[config.mk]
export PLATFORM = sky130hd
export DESIGN_NAME = linear_weight_sequencer
export DESIGN_NICKNAME = d
export VERILOG_FILES = /design/src/rtl/linear_weight_sequencer.sv
export SDC_FILE = /design/constraint.sdc
export NUM_CORES = 1
export LEC_CHECK = 0
export ABC_AREA = 1
export CAP_MARGIN = 20
export CELL_PAD_IN_SITES_DETAIL_PLACEMENT = 1
export CELL_PAD_IN_SITES_GLOBAL_PLACEMENT = 1
export CORE_ASPECT_RATIO = 1.25
export CORE_MARGIN = 1.5
export CORE_UTILIZATION = 33
export CTS_CLUSTER_SIZE = 40
export DETAILED_ROUTE_END_ITERATION = 6
export PLACE_DENSITY = 0.82
export SETUP_SLACK_MARGIN = 0.1
export SYNTH_ARGS = -nofsm -noshare
export SYNTH_HDL_FRONTEND = slang
export SYNTH_SLANG_ARGS = --single-unit
[constraint.sdc]
create_clock -name clk -period 5.1 [get_ports clk]
set_input_delay 0.765 -clock clk [delete_from_list [all_inputs] [get_ports clk]]
set_output_delay 0.765 -clock clk [all_outputs]
set_load 0.05 [all_outputs]
[src/rtl/linear_weight_sequencer.sv]
// rtl/linear_weight_sequencer.sv - weight file arbiter and output-major weight streamer (optional abort: LINSEQ_ABORT_EN)
module linear_weight_sequencer #(
   parameter int N_IN   = 40,
   parameter int N_OUT  = 10,
   parameter int ADDR_W = 9,
   parameter int DATA_W = 32,
   localparam int IW    = (N_IN  > 1) ? $clog2(N_IN)  : 1,
   localparam int OW    = (N_OUT > 1) ? $clog2(N_OUT) : 1
) (
   input  logic              clk,
   input  logic              rst_n,
   input  logic              start,
   output logic              busy,
   output logic              done,
   input  logic              host_we,
   input  logic [ADDR_W-1:0] host_addr,
   input  logic [DATA_W-1:0] host_wdata,
   output logic              host_ready,
   output logic [ADDR_W-1:0] wf_addr,
   output logic [DATA_W-1:0] wf_din,
   output logic              wf_we,
   input  logic [DATA_W-1:0] wf_dout,
   output logic              w_valid,
   input  logic              w_ready,
   output logic [DATA_W-1:0] w_data,
   output logic [IW-1:0]     w_in_idx,
   output logic [OW-1:0]     w_out_idx,
   output logic              w_last_in
`ifdef LINSEQ_ABORT_EN
   ,
   input  logic              abort,
   output logic              aborted
`endif
);

   localparam int TOTAL = N_IN * N_OUT;
   localparam logic [ADDR_W-1:0] LAST_ADDR = ADDR_W'(TOTAL - 1);
   localparam logic [IW-1:0]     LAST_IN   = IW'(N_IN - 1);

   typedef enum logic [1:0] {
      S_IDLE,
      S_RUN,
      S_DRAIN
   } state_t;

   state_t state;

   // read-side counters: flat address plus the two index tags, advanced together
   logic [ADDR_W-1:0] rd_addr;
   logic [IW-1:0]     rd_in;
   logic [OW-1:0]     rd_out;

   // one-stage tag pipe matching the weight file's registered read
   logic              in_flight;
   logic [IW-1:0]     tag_in;
   logic [OW-1:0]     tag_out;
   logic              tag_last;

   // two-entry skid FIFO
   logic [DATA_W-1:0] fifo_data [2];
   logic [IW-1:0]     fifo_in   [2];
   logic [OW-1:0]     fifo_out  [2];
   logic              fifo_last [2];
   logic              wr_ptr;
   logic              rd_ptr;
   logic [1:0]        count;

   logic              pop;
   logic              push;
   logic [1:0]        occ;
   logic [1:0]        occ_after;
   logic              issue;
   logic              abort_hit;

   assign pop       = w_valid && w_ready;
   assign push      = in_flight;
   assign occ       = count + {1'b0, in_flight};
   assign occ_after = occ - {1'b0, pop};
   // a read is only issued when its word is guaranteed a FIFO slot on arrival
   assign issue     = (state == S_RUN) && (occ_after < 2'd2);

`ifdef LINSEQ_ABORT_EN
   assign abort_hit = abort && (state != S_IDLE);

   // one-cycle indication that a sweep was cut short by abort
   always_ff @(posedge clk) begin
      if (!rst_n) begin
         aborted <= 1'b0;
      end else begin
         aborted <= abort_hit;
      end
   end
`else
   assign abort_hit = 1'b0;
`endif

   // stream head is always the FIFO entry at rd_ptr
   assign w_valid   = (count != 2'd0);
   assign w_data    = fifo_data[rd_ptr];
   assign w_in_idx  = fifo_in[rd_ptr];
   assign w_out_idx = fifo_out[rd_ptr];
   assign w_last_in = fifo_last[rd_ptr];

   // address port ownership: host in IDLE, read counter otherwise
   always_comb begin
      host_ready = (state == S_IDLE);
      if (state == S_IDLE) begin
         wf_addr = host_addr;
         wf_din  = host_wdata;
         wf_we   = host_we;
      end else begin
         wf_addr = rd_addr;
         wf_din  = '0;
         wf_we   = 1'b0;
      end
   end

   // sweep control FSM with read counters, tag pipe and registered busy/done
   always_ff @(posedge clk) begin
      if (!rst_n || abort_hit) begin
         state     <= S_IDLE;
         busy      <= 1'b0;
         done      <= 1'b0;
         rd_addr   <= '0;
         rd_in     <= '0;
         rd_out    <= '0;
         in_flight <= 1'b0;
         tag_in    <= '0;
         tag_out   <= '0;
         tag_last  <= 1'b0;
      end else begin
         done      <= 1'b0;
         in_flight <= issue;
         if (issue) begin
            tag_in   <= rd_in;
            tag_out  <= rd_out;
            tag_last <= (rd_in == LAST_IN);
         end
         case (state)
            S_IDLE: begin
               if (start) begin
                  state   <= S_RUN;
                  busy    <= 1'b1;
                  rd_addr <= '0;
                  rd_in   <= '0;
                  rd_out  <= '0;
               end
            end
            S_RUN: begin
               if (issue) begin
                  if (rd_addr == LAST_ADDR) begin
                     state   <= S_DRAIN;
                     rd_addr <= '0;
                     rd_in   <= '0;
                     rd_out  <= '0;
                  end else begin
                     rd_addr <= rd_addr + ADDR_W'(1);
                     if (rd_in == LAST_IN) begin
                        rd_in  <= '0;
                        rd_out <= rd_out + OW'(1);
                     end else begin
                        rd_in  <= rd_in + IW'(1);
                     end
                  end
               end
            end
            S_DRAIN: begin
               // finish on the edge that hands off the final beat
               if (occ_after == 2'd0) begin
                  state <= S_IDLE;
                  busy  <= 1'b0;
                  done  <= 1'b1;
               end
            end
            default: begin
               state <= S_IDLE;
               busy  <= 1'b0;
            end
         endcase
      end
   end

   // skid FIFO: capture returning read words, release on handshake
   always_ff @(posedge clk) begin
      if (!rst_n || abort_hit) begin
         wr_ptr <= 1'b0;
         rd_ptr <= 1'b0;
         count  <= 2'd0;
         for (int i = 0; i < 2; i++) begin
            fifo_data[i] <= '0;
            fifo_in[i]   <= '0;
            fifo_out[i]  <= '0;
            fifo_last[i] <= 1'b0;
         end
      end else begin
         if (push) begin
            fifo_data[wr_ptr] <= wf_dout;
            fifo_in[wr_ptr]   <= tag_in;
            fifo_out[wr_ptr]  <= tag_out;
            fifo_last[wr_ptr] <= tag_last;
            wr_ptr            <= ~wr_ptr;
         end
         if (pop) begin
            rd_ptr <= ~rd_ptr;
         end
         count <= count + {1'b0, push} - {1'b0, pop};
      end
   end

endmodule

Word-level counts from Yosys, hierarchy flattened
Memories as Yosys holds them, arrays and structs flattened. A register that Yosys moved wholly into a read port is not among the register bits.
Cells that the tools add are included.

word-level totals
  register bits = 39
  bits in writable memories = 86
  output and inout bits = 89
  memories kept = 4

operators by class
  add/subtract/negate cells = 5
  $lt $le $gt $ge = 1
  equality and inequality tests = 9
  mux-type cells = 50
  bitwise gates (word level) = 3
  reductions and logical operators = 15

memory list
  name       depth  bits a word  rd ports  clocked after Yosys merged registers in  wr ports  line  text
  fifo_data  2      32           1         1                                        2         60    logic [DATA_W-1:0] fifo_data [2];
  fifo_in    2      6            1         1                                        2         61    logic [IW-1:0] fifo_in [2];
  fifo_out   2      4            1         1                                        2         62    logic [OW-1:0] fifo_out [2];
  fifo_last  2      1            1         1                                        2         63    logic fifo_last [2];

operator list
  operator             count
  $mux 32              2
  $mux 9               4
  $reduce_or 32->1     1
  $mux 6               5
  $mux 1               25
  $mux 4               5
  $pmux 9 s2           1
  $pmux 6 s2           1
  $add 9x1->9 const B  1
  $eq 9x9->1 const B   1
  $mux 2               4
  $pmux 4 s2           1
  $reduce_and 4->1     2
  $add 6x1->6 const B  1
  $eq 6x6->1 const B   1
  $ne 2x2->1 const B   3
  $pmux 2 s3           1
  $reduce_and 3->1     2
  $reduce_or 6->1      1
  $add 4x1->4 const B  1
  $logic_not 2->1      2
  $reduce_bool 2->1    2
  $reduce_or 4->1      1
  $ne 3x1->1 const B   1
  other kinds (11)     14

Logic depth before layout (Yosys ltp)
Gate-level depths: netlist of the first run.

  word-level depth = 7
  mapped depth = 19
  depth with buffers taken out = 18

Worst setup path after synthesis of the first run
Ideal clock, no wire load.

  kind = register to output
  start point = register state[0]
  end point = output port wf_addr[0]
  arrival time = 2.118 ns
  data required time = 4.335 ns
  path slack = 2.217 ns
  cell stages (with the launch flop) = 4
  buffers on the path = 1
  cells stage by stage = dfxtp_1 > nor2_4 > clkbuf_1 > o21ai_0

on the way
  cells in the longest elaborated chain, start to end = 2

ends and longest elaborated chain
  item                    line  text
  from (decl)             46    state_t state;
  from (signal assigned)  121   state <= S_IDLE;
  from (signal assigned)  142   state <= S_RUN;
  from (signal assigned)  152   state <= S_DRAIN;
  $logic_not 2->1         --
  named net host_ready    18    output logic host_ready,
  $mux 9                  107   if (state == S_IDLE) begin
  to (decl)               19    output logic [ADDR_W-1:0] wf_addr,

The timed path passes the listed nets, and every way through them passes these cells.

==> results.py, run 1 <==
metrics = {
    "floorplan": {
        "core-area_sq_um": 17400,
        "die-area_sq_um": 18500,
        "pin_count": 167,
        "fp.dieW_um": 122,
        "die_h_um": 152,
        "rows": 54,
        "start_util_pct": 33.6,
    },
    "sta": {
        "slew_viol_final": 0,
        "finalCriticalPeriod_ns": 3.42,
        "tightest_slew_ns": 1.08,
        "holdWs_ns": 0.447,
        "rsz0062_at_grt": "false",
        "slew_headroom_pct": 28.3,
        "fin_crit_sh_pct": 67.0,
        "fmax_mhz": 293,
        "hold_viol_final": 0,
        "final.setup_skew_ns": 0.00966,
        "setup_slack_ns": 1.68,
        "setup_viol": 0,
        "fin_setup_tns_ns": 0,
    },
    "synth": {
        "yosysWarnings": 0,
        "syn_area_sq_um": 5840,
        "synth_edf_count": 84,
        "yosysTopAreaCell": "edfxtp_1",
        "synth_cell_types": 29,
        "synth.most_common_cell": "nor2_1",
        "syn_nets": 715,
        "synth_ff_type": "edfxtp_1",
        "yosysSeqAreaShare_pct": 57.6,
        "async_reset_ff_share_pct": 0,
        "syn_avg_cell_area_sq_um": 9.24,
        "synth.area.top_cells": "edfxtp_1 43%, dfxtp_1 14%, nor2_1 9.0%, mux2_2 8.1%, inv_1 6.9%",
        "synth_seq_cells": 126,
        "syn_inst": 632,
        "synth_commonest_cells": "140 x nor2_1, 107 x inv_1, 84 x edfxtp_1",
        "synth_top_area_share_pct": 43.2,
    },
    "route": {
        "wl_per_cell_um": 14.5,
        "via_count": 4708,
        "first_pass_iters": 5,
        "drc": 0,
        "drtIter0Drc": 188,
        "finalWirelength_um": 15000,
        "via_per_inst": 4.56,
        "ant_nets": 0,
    },
    "global_routing": {
        "antenna_found_initial": 0,
        "grt.busiest_layer": "met2",
        "grt_pass1_vias": 5057,
        "grt_max_degree": 46,
        "use_met3_pct": 5.05,
        "grt-ovfl-total": 0,
        "use_met2_pct": 31.2,
        "grt_use_total_pct": 16.9,
        "grt_pass1_wl_um": 24100,
        "met1_usage_pct": 17.9,
    },
    "setup_path": {
        "reg2reg_slack_ns": 2.42,
        "critical_path_required_ns": 4.34,
        "crit_slowest_cell": "dfxtp_2",
        "crit_chain": "mux2_2, clkdlybuf4s50_1",
        "r2r-start": "count[1]",
        "timing.rr.end": "rd_in[4]",
        "startpoint_type": "flop",
        "crit_path_end": "w_in_idx[0]",
        "path_delay_family": "flip-flops",
        "path_buf_inv": 1,
        "crit_arrival_ns": 2.65,
        "r2r_cells": 17,
        "cp_max_fo": 44,
        "end_kind": "primary output",
        "critPathKind": "flop to primary output",
        "cp.depth": 2,
        "slowest_delay_ns": 1.02,
    },
    "flow_run": {
        "drv_cap": 0,
    },
    "clocking": {
        "post_cts_resized": 0,
        "htreeDepth": 4,
        "clkLatencyLatePin_ns": 0.42,
        "root_buffer": "clkbuf_16",
        "cts_max_path_buffers": 2,
        "clkSinkCount": 126,
        "clk_pin_slew_ns": 0.05,
        "cts_made_buffers": 17,
        "cts_tree": "built",
        "post_cts_buffers": 0,
        "hold_buffers": 0,
    },
    "final_layout": {
        "antennaDiodeCount": 0,
        "final_util_pct": 47.8,
        "final_nets": 878,
        "drive_gt1_share_pct": 11.3,
        "fill_cells": 1981,
        "fin_area_sq_um": 8300,
        "areaGrowthSynthToFinish_pct": 42.1,
    },
    "hold_path": {
        "hp-start": "rd_ptr",
        "hp-class": "flop to flop",
    },
    "place": {
        "gp_congestion": 0.727,
        "placed_cell_area_sq_um": 7690,
        "hpwl_um": 10200,
        "io_buffers": 166,
        "pre_cts_ws_ns": 1.71,
    },
    "power": {
        "peakVddDrop_uv": 278,
        "power_density_nw_per_um2": 462,
        "p_leak_nw": 3.43,
    },
    "outcome": {
        "outcome": "complete, no violations",
    },
}
cells by family after synthesis:
family | synth area share, %
fa+ha+maj | 1.07
flops | 57.6
simple gates | 18.6
xor+xnor | 0.900
mux | 8.10
compound gates | 4.56
buf+inv | 9.23
how the worst min path moves through the flow:
stage | endpoint | slack (ns) | cells after the start
final | flop | 0.45 | 1
after global routing | flop | 0.48 | 1
after CTS | flop | 0.45 | 1
after detailed placement | flop | 0.44 | 1
after global placement | flop | 0.43 | 1
after floorplan | flop | 0.43 | 1
flip-flops by register name (all words and copies together) (netlist names), 4 cells and up, named ones only:
register and flops:
rd_addr 9, tag_in 6, rd_out 4, fifo_in 12, rd_in 6, fifo_data 64
fifo_out 8, tag_out 4
placed cells by master (no fill, tap or decap), types with 24 or more instances in the layout:
master           count
a21oi_1             24
clkdlybuf4s50_1    166
dfxtp_1             41
edfxtp_1            84
inv_1              107
mux2_2              42
nand2_1             81
nand3_1             25
nor2_1             140
o21ai_0             24
layout make-up:
type,instances,area [sq um],share of cell area (%)
inverters,109,409,4.93
repair buffers,171,1720,20.8
flip-flops and latches,126,3360,40.5
well taps,224,280,3.38
multi-input cells,370,1950,23.5
clock inverters,14,145,1.75
clock buffers,18,429,5.17
worst reg2reg max path: cells and delay by family (launching register included):
family / cells / cell delay (ns)
and+or+nand+nor: 9 / 0.99
buffers and inverters: 5 / 0.52
adders and majority gates: 2 / 0.47
DFF: 1 / 0.32
AOI/OAI and AO/OA: 1 / 0.25
through the flow:
step	std cells	total power, mW
2_1_floorplan	632	2.24
4_1_cts	1030	3.87
6_report	1032	3.83
3_3_place_gp	998	2.67
3_5_place_dp	998	2.69
5_1_grt	1032	4.01
power breakdown:
part           total [mW]  switching, mW  internal (mW)  leakage (nW)
combinational        1.40          0.927          0.477          1.95
sequential           1.27         0.0805           1.19          1.21
clock                1.16          0.448          0.717         0.272
per-layer routing:
layer	up-vias	share of wire [%]
li1	2332	-
met1	2187	40
met2	171	51
met3	18	7.2
met4	0	1.4
met5	-	0
Note: power is estimated with default switching activity, not from simulation.
==> run 2, diff against run 1 <==
==> constraint.sdc (replaced) <==
create_clock -name clk -period 3.3 [get_ports clk]
set_input_delay 0.495 -clock clk [delete_from_list [all_inputs] [get_ports clk]]
set_output_delay 0.495 -clock clk [all_outputs]
set_load 0.05 [all_outputs]
==> run 2 against run 1 <==
Setup slack got worse by 1.3 ns. Cell area increased by 1.3%. Largest cell class unchanged. Total power increased by 63%. Clock power increased by 81%. Sequential share of layout area decreased by 0.51 points. Sequential power increased by 50%. Critical path depth increased by 3. Combinational power increased by 61%. First-iteration DRC count decreased by 11%. Worst hold slack improved by 0.0015 ns. Die area unchanged. Largest power group unchanged. Critical path type unchanged.
==> results.py, run 2 (synthesized netlist as in run 1, its figures left out) <==
metrics = {
    "setup_path": {
        "critPathKind": "flop to primary output",
        "path_delay_family": "buffers and inverters",
        "crit_chain": "nor2_4, inv_2, nand2_1, nand2_1, clkdlybuf4s50_1",
        "end_kind": "primary output",
        "cp_max_fo": 36,
        "timing.rr.end": "rd_out[0]",
        "crit_arrival_ns": 2.39,
        "crit_slowest_cell": "clkdlybuf4s50_1",
        "startpoint_type": "flop",
        "slowest_delay_ns": 0.82,
        "r2r_cells": 19,
        "path_buf_inv": 2,
        "critical_path_required_ns": 2.80,
        "reg2reg_slack_ns": 0.77,
        "r2r-start": "count[1]",
        "cpMostUsedCell": "nand2_1",
    },
    "power": {
        "power.total_mw": 6.25,
        "p_leak_nw": 3.48,
        "power_density_nw_per_um2": 744,
        "peakVddDrop_uv": 357,
    },
    "global_routing": {
        "grt_max_degree": 45,
        "grt-ovfl-total": 0,
        "antenna_found_initial": 0,
        "grt_pass1_vias": 5150,
        "grt_use_total_pct": 16.9,
        "grt_pass1_wl_um": 24100,
    },
    "hold_path": {
        "hp-class": "flop to flop",
        "hp-start": "rd_ptr",
        "hold_depth": 1,
    },
    "sta": {
        "tightest_slew_ns": 0.599,
        "hold_viol_final": 0,
        "finalCriticalPeriod_ns": 2.89,
        "setup_viol": 0,
        "holdWs_ns": 0.448,
        "fin_crit_sh_pct": 87.6,
        "fin_setup_tns_ns": 0,
        "slew_headroom_pct": 60.0,
        "slew_viol_final": 0,
        "final.setup_skew_ns": 0.00695,
        "fmax_mhz": 346,
        "rsz0062_at_grt": "false",
    },
    "route": {
        "first_pass_iters": 4,
        "ant_nets": 0,
        "via_count": 4794,
        "drtIter0Drc": 167,
        "drc": 0,
        "finalWirelength_um": 14800,
        "via_per_inst": 4.63,
        "wl_per_cell_um": 14.3,
    },
    "clocking": {
        "clkSinkCount": 126,
        "hold_buffers": 0,
        "post_cts_resized": 0,
        "cts_made_buffers": 17,
        "cts_max_path_buffers": 2,
        "post_cts_buffers": 0,
        "cts_tree": "built",
        "root_buffer": "clkbuf_16",
        "clk_pin_slew_ns": 0.06,
        "clkLatencyLatePin_ns": 0.42,
        "htreeDepth": 4,
    },
    "floorplan": {
        "fp.dieW_um": 122,
        "die_h_um": 152,
        "core-area_sq_um": 17400,
        "die-area_sq_um": 18500,
        "rows": 54,
        "pin_count": 167,
        "start_util_pct": 33.6,
    },
    "final_layout": {
        "finalNonFillerCells": 1035,
        "fin_area_sq_um": 8410,
        "largest_register_ffs": 64,
        "top_regs": "fifo_data x64, fifo_in x12, rd_addr x9",
        "fill_cells": 1981,
        "final_common_cell": "clkdlybuf4s50_1",
        "drive_gt1_share_pct": 11.6,
        "antennaDiodeCount": 0,
        "mostFrequentLayoutCells": "166 x clkdlybuf4s50_1, 140 x nor2_1, 107 x inv_1",
        "final_nets": 881,
        "areaGrowthSynthToFinish_pct": 43.9,
        "regMostFlops": "fifo_data",
    },
    "flow_run": {
        "drv_cap": 0,
    },
    "place": {
        "placed_cell_area_sq_um": 7740,
        "gp_congestion": 0.748,
        "io_buffers": 166,
        "place_inst": 1003,
        "hpwl_um": 10100,
    },
    "outcome": {
        "outcome": "complete, no violations",
    },
}
[run 2: changes by cell type in the layout (fill, tap and decap cells not counted)]
cell,before,now
buf_4,3,7
bufinv_16,2,6
clkinv_2,4,1
buf_12,2,1
inv_6,1,0
[run 2: worst register-to-register path: stages (launching register included)]
cell,delay [ns]
dfxtp_1,0.33
inv_1,0.11
nand2_1,0.09
nand2_1,0.07
inv_1,0.06
ha_1,0.27
inv_1,0.04
ha_1,0.19
inv_1,0.07
nand2_1,0.06
nand2_1,0.08
nand2_1,0.05
nand2_1,0.13
nand2_4,0.18
nand2_4,0.13
buf_4,0.25
nand2_1,0.11
nor2_1,0.11
nor2_1,0.05
nor2_1,0.08
[run 2: final cells by class]
type	instances	area [sq um]	area share, %
multi-input combinational	370	1950	23.2
sequential	126	3360	40.0
clock inverter	14	241	2.87
clock buffer	18	429	5.10
tap	224	280	3.33
timing repair buffer	174	1730	20.6
inverter	109	409	4.87
[run 2: per-stage QoR]
step           worst slack, ns  utilization [%]
2_1_floorplan            0.687                -
6_report                 0.411             48.4
3_3_place_gp             0.444             44.6
3_5_place_dp             0.393             44.6
5_1_grt                  0.216             48.4
4_1_cts                  0.354             48.4
[run 2: worst max path at each step]
stage,start,end,slack (ns),cells past startpoint
finish,state[0],wf_addr[1],0.41,5
floorplan,state[0],wf_addr[0],0.69,3
global route,state[0],wf_addr[2],0.22,5
detailed placement,w_ready,rd_out[0],0.39,17
global placement,w_ready,rd_addr[7],0.44,15
CTS,state[0],wf_addr[1],0.35,5
[run 2: routing by layer]
layer | global-route usage (%) | wire length (um)
met1 | 17.3 | 5850
met2 | 31.9 | 7650
met3 | 5.09 | 1050
met4 | 6.35 | 212
met5 | 0 | 0
[run 2: where the power goes]
| group | leakage, nW | total (mW) | switching [mW] | internal (mW) |
|---|---|---|---|---|
| combinational | 1.96 | 2.25 | 1.50 | 0.755 |
| sequential | 1.21 | 1.90 | 0.0641 | 1.83 |
| clock | 0.312 | 2.10 | 0.688 | 1.42 |
==> run 3, diff against run 2 <==
--- a/config.mk
+++ b/config.mk
@@ -14,7 +14,7 @@
 export CORE_UTILIZATION = 33
 export CTS_CLUSTER_SIZE = 40
 export DETAILED_ROUTE_END_ITERATION = 6
-export PLACE_DENSITY = 0.82
+export PLACE_DENSITY = 0.85
 export SETUP_SLACK_MARGIN = 0.1
 export SYNTH_ARGS = -nofsm -noshare
 export SYNTH_HDL_FRONTEND = slang
==> run 3 against run 2 <==
Setup slack lost 0.12 ns. Worst hold slack better by 0.0039 ns. Critical path depth did not move. Utilization fell by 0.27 points. Wire length is 2.8% higher. Via count grew 0.79%. Global-route usage increased by 0.50 points. Flip-flop and latch count stayed put. Fmax shrank 4.1%. Largest cell class unchanged. Critical endpoint unchanged. Register-to-register slack better by 0.03 ns.
==> results.py, run 3 (synthesized netlist as in run 1, its figures left out) <==
metrics = {
    "global_routing": {
        "grt_use_total_pct": 17.4,
        "grt_pass1_wl_um": 24700,
        "grt_max_degree": 45,
        "grt_pass1_vias": 5269,
        "antenna_found_initial": 0,
        "grt-ovfl-total": 0,
    },
    "floorplan": {
        "core-area_sq_um": 17400,
        "rows": 54,
        "fp.dieW_um": 122,
        "die-area_sq_um": 18500,
        "pin_count": 167,
        "start_util_pct": 33.6,
        "die_h_um": 152,
    },
    "setup_path": {
        "critPathKind": "flop to primary output",
        "cp.depth": 5,
        "crit_arrival_ns": 2.52,
        "path_delay_family": "buffers and inverters",
        "cpMostUsedCell": "nand2_1",
        "crit_chain": "nor2_4, inv_2, nand2_1, nand2_1, clkdlybuf4s50_1",
        "reg2reg_slack_ns": 0.80,
        "slowest_delay_ns": 0.82,
        "timing.rr.end": "rd_out[0]",
        "r2r-start": "count[1]",
        "critical_path_required_ns": 2.80,
        "path_buf_inv": 2,
        "startpoint_type": "flop",
        "end_kind": "primary output",
        "crit_path_end": "wf_addr[1]",
        "crit_slowest_cell": "clkdlybuf4s50_1",
        "cp_max_fo": 36,
        "r2r_cells": 19,
        "worstSetupStartpoint": "state[0]",
    },
    "sta": {
        "tightest_slew_ns": 0.576,
        "fin_crit_sh_pct": 91.3,
        "final.setup_skew_ns": 0.00531,
        "fin_setup_tns_ns": 0,
        "setup_viol": 0,
        "hold_viol_final": 0,
        "fmax_mhz": 332,
        "finalCriticalPeriod_ns": 3.01,
        "slew_viol_final": 0,
        "rsz0062_at_grt": "false",
        "slew_headroom_pct": 61.6,
    },
    "power": {
        "p_clk_share_pct": 32.1,
        "peakVddDrop_uv": 406,
        "p_leak_nw": 3.50,
        "internal_power_mw": 3.84,
        "switching_power_mw": 2.26,
        "p_seq_share_pct": 31.4,
        "swShare_pct": 37.1,
        "pwr-share-comb_pct": 36.5,
        "power_density_nw_per_um2": 730,
    },
    "route": {
        "via_per_inst": 4.66,
        "drtIter0Drc": 204,
        "ant_nets": 0,
        "finalWirelength_um": 15200,
        "drc": 0,
        "first_pass_iters": 4,
        "wl_per_cell_um": 14.7,
        "via_count": 4832,
    },
    "final_layout": {
        "multiInputGateArea_sq_um": 1950,
        "top_regs": "fifo_data x64, fifo_in x12, rd_addr x9",
        "areaGrowthSynthToFinish_pct": 43.1,
        "fill_cells": 1980,
        "regMostFlops": "fifo_data",
        "final_common_cell": "clkdlybuf4s50_1",
        "ff_latch_area_sq_um": 3360,
        "antennaDiodeCount": 0,
        "drive_gt1_share_pct": 11.6,
        "mostFrequentLayoutCells": "163 x clkdlybuf4s50_1, 140 x nor2_1, 107 x inv_1",
        "largest_register_ffs": 64,
        "fin_area_sq_um": 8360,
        "final_nets": 882,
    },
    "flow_run": {
        "drv_cap": 0,
    },
    "clocking": {
        "root_buffer": "clkbuf_16",
        "cts_tree": "built",
        "cts_max_path_buffers": 2,
        "clkSinkCount": 126,
        "htreeDepth": 4,
        "hold_buffers": 0,
        "cts_made_buffers": 17,
        "clkLatencyLatePin_ns": 0.41,
        "post_cts_buffers": 0,
        "clk_pin_slew_ns": 0.06,
    },
    "place": {
        "io_buffers": 166,
        "gp_congestion": 0.741,
        "placed_cell_area_sq_um": 7730,
        "hpwl_um": 10400,
    },
    "hold_path": {
        "hp-class": "flop to flop",
    },
    "outcome": {
        "outcome": "complete, no violations",
    },
}
run 3: cell types whose count changed in the layout (fill, tap and decap cells not counted):
| cell | previous run | this run |
|---|---|---|
| dlymetal6s2s_1 | 0 | 3 |
| clkinv_4 | 3 | 4 |
| clkinv_1 | 0 | 1 |
| bufinv_16 | 6 | 4 |
| buf_4 | 7 | 9 |
| buf_12 | 1 | 0 |
| clkinv_2 | 1 | 2 |
| clkinvlp_4 | 4 | 2 |
| inv_6 | 0 | 1 |
| clkdlybuf4s50_1 | 166 | 163 |
run 3: worst min path at each step:
stage               depth (start not counted)      to  startpoint  slack, ns
floorplan                                   1    flop      rd_ptr       0.43
global placement                            1  rd_ptr      rd_ptr       0.44
detailed placement                          1    flop      rd_ptr       0.44
CTS                                         1    flop      rd_ptr       0.45
global route                                1  rd_ptr      rd_ptr       0.48
finish                                      1  rd_ptr      rd_ptr       0.45
run 3: power by group through the flow:
stage / sequential [mW] / clock, mW / combinational, mW
finish: 1.92 / 1.96 / 2.23
CTS: 1.92 / 2.00 / 2.26
floorplan: 1.92 / 0 / 1.55
global placement: 1.94 / 0 / 2.21
detailed placement: 1.95 / 0 / 2.23
global route: 1.94 / 2.07 / 2.38
run 3: cell type report:
class / count / area share, %
Timing Repair Buffer: 175 / 20.8
Clock buffer: 18 / 5.13
Sequential cell: 126 / 40.2
Clock inverter: 14 / 2.30
Inverter: 109 / 4.89
Multi-Input combinational cell: 370 / 23.3
Tap cell: 224 / 3.35
run 3: metrics by stage:
stage	std cells	utilization [%]	hold slack [ns]	power [mW]	worst slack, ns
after CTS	1036	48.1	0.450	6.18	0.211
after global placement	1004	44.5	0.436	4.15	0.456
after global routing	1036	48.2	0.479	6.38	0.105
after floorplan	632	-	0.426	3.47	0.687
after detailed placement	1004	44.5	0.442	4.18	0.390
final	1036	48.2	0.452	6.11	0.289
run 3: what timing repair did:
item | CTS | global route
resized for setup | 0 | 3
hold endpoints to repair | 0 | 0
setup endpoints to repair | 0 | 3
run 3: per-layer routing:
metal,wire length [um],vias to the layer above,global-route usage (%)
met4,165,0,4.65
li1,-,2339,-
met3,1140,17,6.03
met1,5790,2306,17.1
met2,8090,170,33.9
met5,0,-,0
run 3: worst register-to-register path, cell delays in order, from the launching register on:
cell and delay (ns):
dfxtp_1 0.32, inv_1 0.10, nand2_1 0.09, nand2_1 0.06, inv_1 0.07, ha_1 0.27, inv_1 0.04, ha_1 0.20
inv_1 0.08, nand2_1 0.07, nand2_1 0.07, nand2_1 0.04, nand2_1 0.14, nand2_4 0.18, nand2_4 0.12, buf_4 0.24
nand2_1 0.12, nor2_1 0.11, nor2_1 0.05, nor2_1 0.07
